`src/rtl/wb_slave_arbiter.sv`:
```
// Two-master Wishbone arbiter sharing one WB4 slave: round-robin grant, bus lock
// for the owner's CYC, and a watchdog that terminates slave cycles never ACKed.
module wb_slave_arbiter #(
  parameter int unsigned    TIMEOUT = 16,
  parameter int unsigned    AW      = 32,
  parameter int unsigned    DW      = 32,
  parameter logic [DW-1:0]  TO_DATA = 32'h0000_0000
) (
  input  logic          clk,
  input  logic          rst,
  // master 0 (core)
  input  logic          m0_cyc,
  input  logic          m0_stb,
  input  logic          m0_we,
  input  logic [AW-1:0] m0_adr,
  input  logic [DW-1:0] m0_dat_o,
  output logic [DW-1:0] m0_dat_i,
  output logic          m0_ack,
  // master 1 (debug/DMA)
  input  logic          m1_cyc,
  input  logic          m1_stb,
  input  logic          m1_we,
  input  logic [AW-1:0] m1_adr,
  input  logic [DW-1:0] m1_dat_o,
  output logic [DW-1:0] m1_dat_i,
  output logic          m1_ack,
  // shared slave
  output logic          s_cyc,
  output logic          s_stb,
  output logic          s_we,
  output logic [AW-1:0] s_adr,
  output logic [DW-1:0] s_dat_o,
  input  logic [DW-1:0] s_dat_i,
  input  logic          s_ack,
  // observability
  output logic [1:0]    gnt,
  output logic          timeout
);

  localparam int unsigned   CW      = $clog2(TIMEOUT + 1);
  localparam logic [CW-1:0] WD_LAST = CW'(TIMEOUT - 1);
  localparam logic [CW-1:0] WD_MAX  = CW'(TIMEOUT);
  localparam logic [CW-1:0] WD_ONE  = CW'(1);
  localparam logic [CW-1:0] WD_ZERO = CW'(0);

  typedef enum logic [1:0] {
    IDLE = 2'd0,
    OWN0 = 2'd1,
    OWN1 = 2'd2
  } state_e;

  state_e          state_r;
  state_e          state_nxt_s;
  logic            last_r;
  logic            last_nxt_s;
  logic [CW-1:0]   wd_cnt_r;
  logic [CW-1:0]   wd_cnt_nxt_s;
  logic [1:0]      gnt_r;

  logic            own_cyc_s;
  logic            own_stb_s;
  logic            own_we_s;
  logic [AW-1:0]   own_adr_s;
  logic [DW-1:0]   own_dat_s;
  logic            wd_hit_s;

  function automatic logic [1:0] state_to_gnt(input state_e st);
    logic [1:0] g;
    case (st)
      OWN0:    g = 2'b01;
      OWN1:    g = 2'b10;
      default: g = 2'b00;
    endcase
    return g;
  endfunction

  // Select the owning master's request signals; nothing when idle.
  always_comb begin
    own_cyc_s = 1'b0;
    own_stb_s = 1'b0;
    own_we_s  = 1'b0;
    own_adr_s = {AW{1'b0}};
    own_dat_s = {DW{1'b0}};
    case (state_r)
      OWN0: begin
        own_cyc_s = m0_cyc;
        own_stb_s = m0_stb;
        own_we_s  = m0_we;
        own_adr_s = m0_adr;
        own_dat_s = m0_dat_o;
      end
      OWN1: begin
        own_cyc_s = m1_cyc;
        own_stb_s = m1_stb;
        own_we_s  = m1_we;
        own_adr_s = m1_adr;
        own_dat_s = m1_dat_o;
      end
      default: begin
        own_cyc_s = 1'b0;
        own_stb_s = 1'b0;
      end
    endcase
  end

  // A genuine ACK in the last allowed cycle wins over the watchdog.
  assign wd_hit_s = own_cyc_s & own_stb_s & ~s_ack & (wd_cnt_r == WD_LAST);

  // Next-state logic: round-robin on contention, release only when CYC drops.
  always_comb begin
    state_nxt_s = state_r;
    last_nxt_s  = last_r;
    case (state_r)
      IDLE: begin
        if (m0_cyc && m1_cyc) begin
          if (last_r) begin
            state_nxt_s = OWN0;
            last_nxt_s  = 1'b0;
          end else begin
            state_nxt_s = OWN1;
            last_nxt_s  = 1'b1;
          end
        end else if (m0_cyc) begin
          state_nxt_s = OWN0;
          last_nxt_s  = 1'b0;
        end else if (m1_cyc) begin
          state_nxt_s = OWN1;
          last_nxt_s  = 1'b1;
        end else begin
          state_nxt_s = IDLE;
        end
      end
      OWN0: begin
        if (!m0_cyc) begin
          state_nxt_s = IDLE;
        end else begin
          state_nxt_s = OWN0;
        end
      end
      OWN1: begin
        if (!m1_cyc) begin
          state_nxt_s = IDLE;
        end else begin
          state_nxt_s = OWN1;
        end
      end
      default: begin
        state_nxt_s = IDLE;
      end
    endcase
  end

  // Watchdog counts unacknowledged strobe cycles and saturates instead of wrapping.
  always_comb begin
    wd_cnt_nxt_s = wd_cnt_r;
    if (!own_cyc_s || !own_stb_s || s_ack || wd_hit_s || (state_nxt_s != state_r)) begin
      wd_cnt_nxt_s = WD_ZERO;
    end else if (wd_cnt_r != WD_MAX) begin
      wd_cnt_nxt_s = wd_cnt_r + WD_ONE;
    end else begin
      wd_cnt_nxt_s = wd_cnt_r;
    end
  end

  // State, fairness pointer, watchdog and grant registers.
  always_ff @(posedge clk or negedge rst) begin
    if (!rst) begin
      state_r  <= IDLE;
      last_r   <= 1'b1;
      wd_cnt_r <= WD_ZERO;
      gnt_r    <= 2'b00;
    end else begin
      state_r  <= state_nxt_s;
      last_r   <= last_nxt_s;
      wd_cnt_r <= wd_cnt_nxt_s;
      gnt_r    <= state_to_gnt(state_nxt_s);
    end
  end

  // Slave side follows the owner, except the abort cycle drops STB/CYC so writes are lost.
  always_comb begin
    s_cyc   = own_cyc_s & ~wd_hit_s;
    s_stb   = own_stb_s & ~wd_hit_s;
    s_we    = own_we_s;
    s_adr   = own_adr_s;
    s_dat_o = own_dat_s;
  end

  // Return path: only the owner sees ACK/data; the other master stays stalled.
  always_comb begin
    m0_ack   = 1'b0;
    m0_dat_i = {DW{1'b0}};
    m1_ack   = 1'b0;
    m1_dat_i = {DW{1'b0}};
    case (state_r)
      OWN0: begin
        m0_ack   = s_ack | wd_hit_s;
        m0_dat_i = wd_hit_s ? TO_DATA : s_dat_i;
      end
      OWN1: begin
        m1_ack   = s_ack | wd_hit_s;
        m1_dat_i = wd_hit_s ? TO_DATA : s_dat_i;
      end
      default: begin
        m0_ack = 1'b0;
        m1_ack = 1'b0;
      end
    endcase
  end

  assign gnt     = gnt_r;
  assign timeout = wd_hit_s;

endmodule

```
`config.mk`:
```
export PLATFORM = sky130hd
export DESIGN_NAME = wb_slave_arbiter
export DESIGN_NICKNAME = d
export VERILOG_FILES = /design/src/rtl/wb_slave_arbiter.sv
export SDC_FILE = /design/constraint.sdc
export NUM_CORES = 1
export LEC_CHECK = 0
export CORE_AREA = 2 2 117 119
export DETAILED_ROUTE_END_ITERATION = 7
export DIE_AREA = 0 0 119 121
export HOLD_SLACK_MARGIN = 0.05
export PLACE_DENSITY_LB_ADDON = 0.15
export SYNTH_ARGS = -nofsm -noshare
export SYNTH_HDL_FRONTEND = slang
export SYNTH_SLANG_ARGS = --single-unit
```
`constraint.sdc`:
```
create_clock -name clk -period 2.9 [get_ports clk]
set_input_delay 0.725 -clock clk [delete_from_list [all_inputs] [get_ports clk]]
set_output_delay 0.725 -clock clk [all_outputs]
set_load 0.01 [all_outputs]
```
==> results of run 1 <==
==> kinds of logic (layout without fill, tap and decap cells) <==
group | count (synthesis) | count (layout) | share of synthesized area
flip-flops | 10 | 10 | 0.118
adder cells (fa/ha/maj) | 7 | 7 | 0.0412
AND/OR/NAND/NOR | 155 | 155 | 0.465
multiplexers | 1 | 1 | 0.00471
buffers and inverters | 37 | 354 | 0.0735
XOR/XNOR | 3 | 3 | 0.0124
AO/OA/AOI/OAI | 78 | 78 | 0.285
==> repair_timing <==
item | 4_1_cts | 5_1_grt
gates resized for setup | 288 | 68
gates cloned | 6 | 1
buffers inserted | 7 | 4
endpoints found under the setup margin | 131 | 79
pin swaps | 6 | 4
==> synth_stat cells, drive strengths merged (2+ instances only) <==
cell	n
and4	2
clkbuf	19
and3	2
a22oi	65
nor2b	67
nand3	2
a21oi	2
dfrtp	9
xor2	2
ha	7
a22o	2
nand2	3
a21boi	2
a31oi	3
inv	8
nor2	3
nor4	5
buf	10
o21a	3
and2	65
==> area by class of cell <==
class | instances | share of cell area
Inverter | 8 | 0.00530
Sequential cell | 10 | 0.0444
Timing Repair Buffer | 342 | 0.580
Multi-Input combinational cell | 244 | 0.315
Clock buffer | 4 | 0.0157
Tap cell | 176 | 0.0389
==> metal layers <==
| layer | global-route usage | vias to the layer above |
|---|---|---|
| li1 | - | 1657 |
| met3 | 0.0362 | 6 |
| met5 | 0 | - |
| met2 | 0.338 | 180 |
| met4 | 0.0231 | 0 |
| met1 | 0.147 | 1568 |
==> power groups by stage <==
stage               Combinational (mW)  Clock, mW  Sequential (mW)
floorplan                         1.84          0            0.215
global placement                  3.73          0            0.204
detailed placement                3.75          0            0.206
CTS                               4.14      0.278            0.208
global route                      4.40      0.290            0.204
finish                            4.12      0.275            0.203
==> through the flow <==
| step | hold slack (ns) | total power, mW | setup WS [ns] | area [sq um] |
|---|---|---|---|---|
| detailed placement | 0.573 | 3.95 | -0.579 | 5480 |
| global route | 0.600 | 4.90 | -0.0934 | 5670 |
| global placement | 0.523 | 3.93 | -0.521 | 5480 |
| finish | 0.585 | 4.60 | -0.0153 | 5670 |
| floorplan | 0.429 | 2.06 | 0.432 | 2130 |
| CTS | 0.579 | 4.63 | -0.0523 | 5740 |
==> state kept, by name, summed over array words and instances (netlist names) <==
name	flops
state_r	2
last_r	1
wd_cnt_r	5
gnt	2
==> how the worst max path moves through the flow <==
| stage | to | slack (ns) | cells after the start |
|---|---|---|---|
| 2_1_floorplan | m0_dat_i[10] | 0.43 | 8 |
| 3_5_place_dp | m1_dat_i[12] | -0.58 | 7 |
| 6_report | m0_dat_i[14] | -0.02 | 10 |
| 4_1_cts | timeout | -0.05 | 8 |
| 3_3_place_gp | m1_dat_i[12] | -0.52 | 7 |
| 5_1_grt | m0_dat_i[14] | -0.09 | 10 |
==> worst max-delay path, stage by stage, from the launching register on <==
cell      delay [ns]
dfrtp_1         0.34
inv_1           0.08
buf_4           0.14
ha_1            0.35
and4b_4         0.31
a21boi_4        0.08
buf_4           0.14
buf_6           0.12
buf_16          0.13
and2_1          0.14
buf_2           0.14
==> layout by cell type (no fill, tap or decap), types with 9 or more instances in the layout <==
| cell type | count |
|---|---|
| clkdlybuf4s50_1 | 180 |
| nor2b_1 | 67 |
| a22oi_1 | 65 |
| and2_1 | 55 |
| buf_2 | 52 |
| dlygate4sd2_1 | 45 |
| buf_4 | 20 |
| dlymetal6s2s_1 | 13 |
| buf_6 | 11 |
| and2_4 | 10 |
| dfrtp_1 | 9 |
==> flow_summary.ini, run 1 <==
[timing]
skew_ns = 0.00519
rsz0062_at_grt = yes
fin_crit_ns = 2.92
fin_ws_ns = -0.0153
fin_crit_sh = 1.01
max_freq_mhz = 343
tightest_slew_ns = 0.554
finalSetupViolCount = 8
relSlewSlack = 0.630
drv_slew = 0
hold_viol = 0
setup_tns_ns = -0.0956

[global_route]
grt_start_max_net_pins = 40
grt_pass1_vias = 3486
grt_first_pass_wirelength_um = 18100
grt_antenna_before_repair = 0
grt_overflow = 0
grt_usage = 0.156

[power]
p_switching_mw = 1.90
seqPwrFrac = 0.044
swShare = 0.413
p_int_mw = 2.70
combPwrFrac = 0.896
ir_drop_uv = 332
p_per_area_nw_per_um2 = 811
pwr-share-clk = 0.060
leakage_nw = 2.70

[synthesis]
synthCells = 291
synth_cell_types = 35
ys_seq_area_frac = 0.118
synth-edff-count = 0
synthArstFlopShare = 1.00
ys_seq_elements = 10
synthFlopType = dfrtp_1
synth_area_leader_cell = a22oi_1
synth_area_per_cell_sq_um = 7.31
yosysWarnings = 0
yosysTopAreaCellShare = 0.229
synth_nets = 467
synth_area_leaders = a22oi_1 (23%), nor2b_1 (20%), and2_1 (19%), dfrtp_1 (11%), ha_1 (4.1%)
synth_area_sq_um = 2130

[setup_path]
startpoint = state_r[1]$_DFF_PN0_
rrSetupSlack_ns = 0.63
crit_arrival_ns = 2.19
crit_type = flip-flop to output pin
timing.rr.start = state_r[0]$_DFF_PN0_
rr_endpoint = wd_cnt_r[1]$_DFFE_PN0P_
worstSetupStartpointType = flip-flop
r2r_cells = 8
required_ns = 2.17
worstPathMaxFanout = 8
endpoint_kind = output pin

[route]
wl_met3_um = 976
m1WireLength_um = 4250
dr.pass1.iters = 4
wl_per_cell_um = 16.1
viasPerCell = 4.35
postRouteWirelength_um = 12600
top_layer_used = met4
drtAntennaViolNets = 0
met2_length_um = 7270
drc_errors = 0
dr_total_vias = 3411
drt_iter0_drc = 84

[run_status]
status = finished, violations left
violations = setup timing

[cts]
cts_hold_buf = 0
htreeDepth = 1
clk_latency_ns = 0.24
clock_path_buffers = 2
clk_pin_slew_ns = 0.04
cts.sinks = 10
cts_root_buf = clkbuf_16
cts-buffers-inserted = 3
cts_tree = yes

[finish]
antenna_cells = 0
nets = 785
drive_above_1_share = 0.214
syn2layout_area_growth_pct = 166
fill_cells = 1329
post-route-util = 0.433
regArea_sq_um = 251
fin_cells = 784
multi_input_area_sq_um = 1790

[floorplan]
die_area_sq_um = 14400
core-area_sq_um = 13100
die_w_um = 119
dieHeight_um = 121
ioPinCount = 305
start_util = 0.163
rows = 42

[flow_run]
cap_violations = 0

[placed_design]
gp_congestion = 0.831
placed_cells = 763
io_buffers = 304
place_hpwl_um = 9700

[hold_path]
whs_endpoint = last_r$_DFFE_PN1P_
min_path_cells = 2
min_from = last_r$_DFFE_PN1P_
hp-class = flip-flop to flip-flop
Note: power is estimated with default switching activity, not from simulation.
==> run 2, diff against run 1 <==
--- a/config.mk
+++ b/config.mk
@@ -5,6 +5,7 @@
 export SDC_FILE = /design/constraint.sdc
 export NUM_CORES = 1
 export LEC_CHECK = 0
+export ABC_AREA = 1
 export CORE_AREA = 2 2 117 119
 export DETAILED_ROUTE_END_ITERATION = 7
 export DIE_AREA = 0 0 119 121
==> run 2 against run 1 <==
  * The flow now finishes without violations
  * Synthesized cell count grew 41%
  * Flip-flop and latch count is the same
  * Die area is the same
  * Global-route usage grew 2.5 points
  * Worst setup slack gained 0.092 ns
  * Fmax grew 3.3%
  * Register-to-register slack gained 0.39 ns
  * Cell count grew 14%
  * Highest routed layer unchanged
==> flow_summary.ini, run 2 <==
[finish]
largest_reg_flops = 5
mostFrequentLayoutCell = clkdlybuf4s50_1
regArea_sq_um = 251
mostFrequentLayoutCells = clkdlybuf4s50_1 (191), nand2_1 (177), dlygate4sd2_1 (100)
regMostFlops = wd_cnt_r
antenna_cells = 0
fill_cells = 1420
syn2layout_area_growth_pct = 182
fin_cells = 892
drive_above_1_share = 0.0824
nets = 893
multi_input_area_sq_um = 1580

[setup_path]
cp_cell_sequence = dlygate4sd2_1, inv_1, o21ai_2, nand4_4, buf_12, buf_16, buf_8, buf_4, nand2_2, nor2_1, buf_2
crit_type = primary input to output pin
crit_family = buffers and inverters
endpoint_kind = output pin
startpoint = m1_cyc
worstPathMaxFanout = 6
crit_buf_inv = 7
cpMaxStageDelayCell = dlygate4sd2_1
r2r_cells = 11
crit_arrival_ns = 2.10
max_stage_delay_ns = 0.22
timing.rr.start = state_r[1]$_DFF_PN0_
worstSetupPathDepth = 11
worstSetupStartpointType = primary input
required_ns = 2.17

[run_status]
status = complete, no violations

[synthesis]
synthFlopType = dfrtp_1
synth-compound-area-share = 0.181
synthMuxAreaShare = 0
synth_area_leaders = nand2_1 (35%), a21oi_1 (17%), nor2_1 (15%), dfrtp_1 (12%), ha_1 (4.5%)
synth_top_family_by_area = simple AND/OR/NAND/NOR gates
synth-simple-area-share = 0.533
synth_cell_types = 20
synth_adder_area_share = 0.0448
synth_area_per_cell_sq_um = 4.78
synthTopCellsByCount = nand2_1 (183), nor2_1 (77), a21oi_1 (67)
synth_nets = 585
yosysWarnings = 0
synthArstFlopShare = 1.00
synthCells = 409
ys_seq_elements = 10
synth.most_common_cell = nand2_1
synth_area_leader_cell = nand2_1
synth_xor_area_frac = 0.00895
synth_area_sq_um = 1960
ys_seq_area_frac = 0.129
yosysTopAreaCellShare = 0.351
synth-edff-count = 0

[timing]
drv_slew = 0
hold_viol = 0
relSlewSlack = 0.690
rsz0062_at_grt = yes
holdWs_ns = 0.539
fin_crit_ns = 2.82
tightest_slew_ns = 0.464
max_freq_mhz = 354
skew_ns = 0.000436
fin_ws_ns = 0.0770
fin_crit_sh = 0.973
finalSetupViolCount = 0

[hold_path]
min_from = last_r$_DFFE_PN1P_
hp-class = flip-flop to flip-flop
min_path_cells = 2

[cts]
htreeDepth = 1
cts_root_buf = clkbuf_16
clock_path_buffers = 2
clk_pin_slew_ns = 0.04
cts_tree = yes
clk_latency_ns = 0.23
cts-buffers-inserted = 3
cts.sinks = 10

[placed_design]
io_buffers = 304
placed_cells = 875
dp_worst_setup_slack_ns = -0.371
place_hpwl_um = 10700
gp_congestion = 0.893

[floorplan]
die_w_um = 119
rows = 42
ioPinCount = 305
dieHeight_um = 121
core-area_sq_um = 13100
start_util = 0.150
die_area_sq_um = 14400

[route]
dr.pass1.iters = 4
drc_errors = 0
wl_met3_um = 1440
m1WireLength_um = 5210
dr_total_vias = 3737
top_layer_used = met4
viasPerCell = 4.19
wl_per_cell_um = 15.9
postRouteWirelength_um = 14200
met2_length_um = 7320
drtAntennaViolNets = 0
drt_iter0_drc = 126

[global_route]
grt_pass1_vias = 3683
grt_usage = 0.181
grt_antenna_before_repair = 0
grt_overflow = 0
grt_first_pass_wirelength_um = 20400
grt_start_max_net_pins = 66

[power]
ir_drop_uv = 523
p_per_area_nw_per_um2 = 642
leakage_nw = 2.69

[flow_run]
cap_violations = 0
run 2: cell count changes in the layout (fill, tap and decap cells not counted), sizes merged, moves of 9 or more:
cell           previous run  this run
clkdlybuf4s50           180       191
inv                       8        19
buf                      95        29
and2                     65         1
nand2                     3       183
dlygate4sd2              45       100
nor2                      3        77
dlymetal6s2s             13         4
a21oi                     2        67
nor2b                    67         0
a22oi                    65         0
run 2: cell type report:
| type | count | share of cell area |
|---|---|---|
| timing repair buffer | 333 | 0.599 |
| multi-input combinational | 350 | 0.287 |
| sequential | 10 | 0.0457 |
| tap | 176 | 0.0400 |
| clock buffer | 4 | 0.0161 |
| inverter | 19 | 0.0129 |
run 2: cell families (layout without fill, tap and decap cells):
family | Yosys count | in the layout
buffers and inverters | 49 | 356
DFF | 10 | 10
and+or+nand+nor | 271 | 271
xor gates and xnor gates | 2 | 2
AOI/OAI and AO/OA | 70 | 70
adders and majority gates | 7 | 7
run 2: what timing repair did:
| action | in CTS | in global routing |
|---|---|---|
| hold buffers | 0 | 0 |
| setup buffers | 6 | 3 |
| setup endpoints to repair | 123 | 85 |
| cloned | 3 | 1 |
| gates resized for setup | 131 | 23 |
| pin swaps | 0 | 5 |
run 2: final timing paths:
check                                     endpoint  slack (ns)
max                                   m1_dat_i[10]        0.08
min                             last_r$_DFFE_PN1P_        0.54
max reg2reg                wd_cnt_r[0]$_DFFE_PN0P_        1.02
min reg2reg                     last_r$_DFFE_PN1P_        0.54
max in group asynchronous       last_r$_DFFE_PN1P_        1.74
min in group asynchronous  wd_cnt_r[0]$_DFFE_PN0P_        0.82
run 2: power by group:
group          switching [mW]  leakage, nW  total [mW]  internal [mW]
clock                  0.0617       0.0442       0.269          0.207
combinational            1.68         2.51        3.08           1.40
sequential             0.0148        0.132       0.191          0.176
run 2: metrics by stage:
stage | cell area [sq um] | TNS [ns] | power (mW) | util
2_1_floorplan | 1960 | 0 | 1.59 | -
3_3_place_gp | 5280 | -15.07 | 3.38 | 0.403
3_5_place_dp | 5280 | -17.01 | 3.38 | 0.403
4_1_cts | 5430 | -0.161 | 3.52 | 0.415
5_1_grt | 5510 | -0.140 | 3.84 | 0.421
6_report | 5510 | 0 | 3.54 | 0.421
run 2: metal layers:
metal | GRT usage | vias up
met5 | 0 | -
met4 | 0.0402 | 0
met3 | 0.0625 | 14
met2 | 0.334 | 208
met1 | 0.199 | 1630
li1 | - | 1885
run 2: worst register-to-register path, cell delays in order, from the launching register on:
cell and delay (ns):
dfrtp_1 0.39, buf_4 0.16, ha_4 0.17, inv_2 0.06, buf_4 0.32, nand2_1 0.13, nand2_1 0.13, nand2_1 0.07
nand2_1 0.06, nor2_1 0.04, nand2_1 0.17, nor2_1 0.07
==> run 3, diff against run 2 <==
--- a/config.mk
+++ b/config.mk
@@ -7,6 +7,7 @@
 export LEC_CHECK = 0
 export ABC_AREA = 1
 export CORE_AREA = 2 2 117 119
+export CTS_CLUSTER_SIZE = 24
 export DETAILED_ROUTE_END_ITERATION = 7
 export DIE_AREA = 0 0 119 121
 export HOLD_SLACK_MARGIN = 0.05
==> results of run 3 <==
No change in the layout: final DEF, timing and power equal those of run 2.
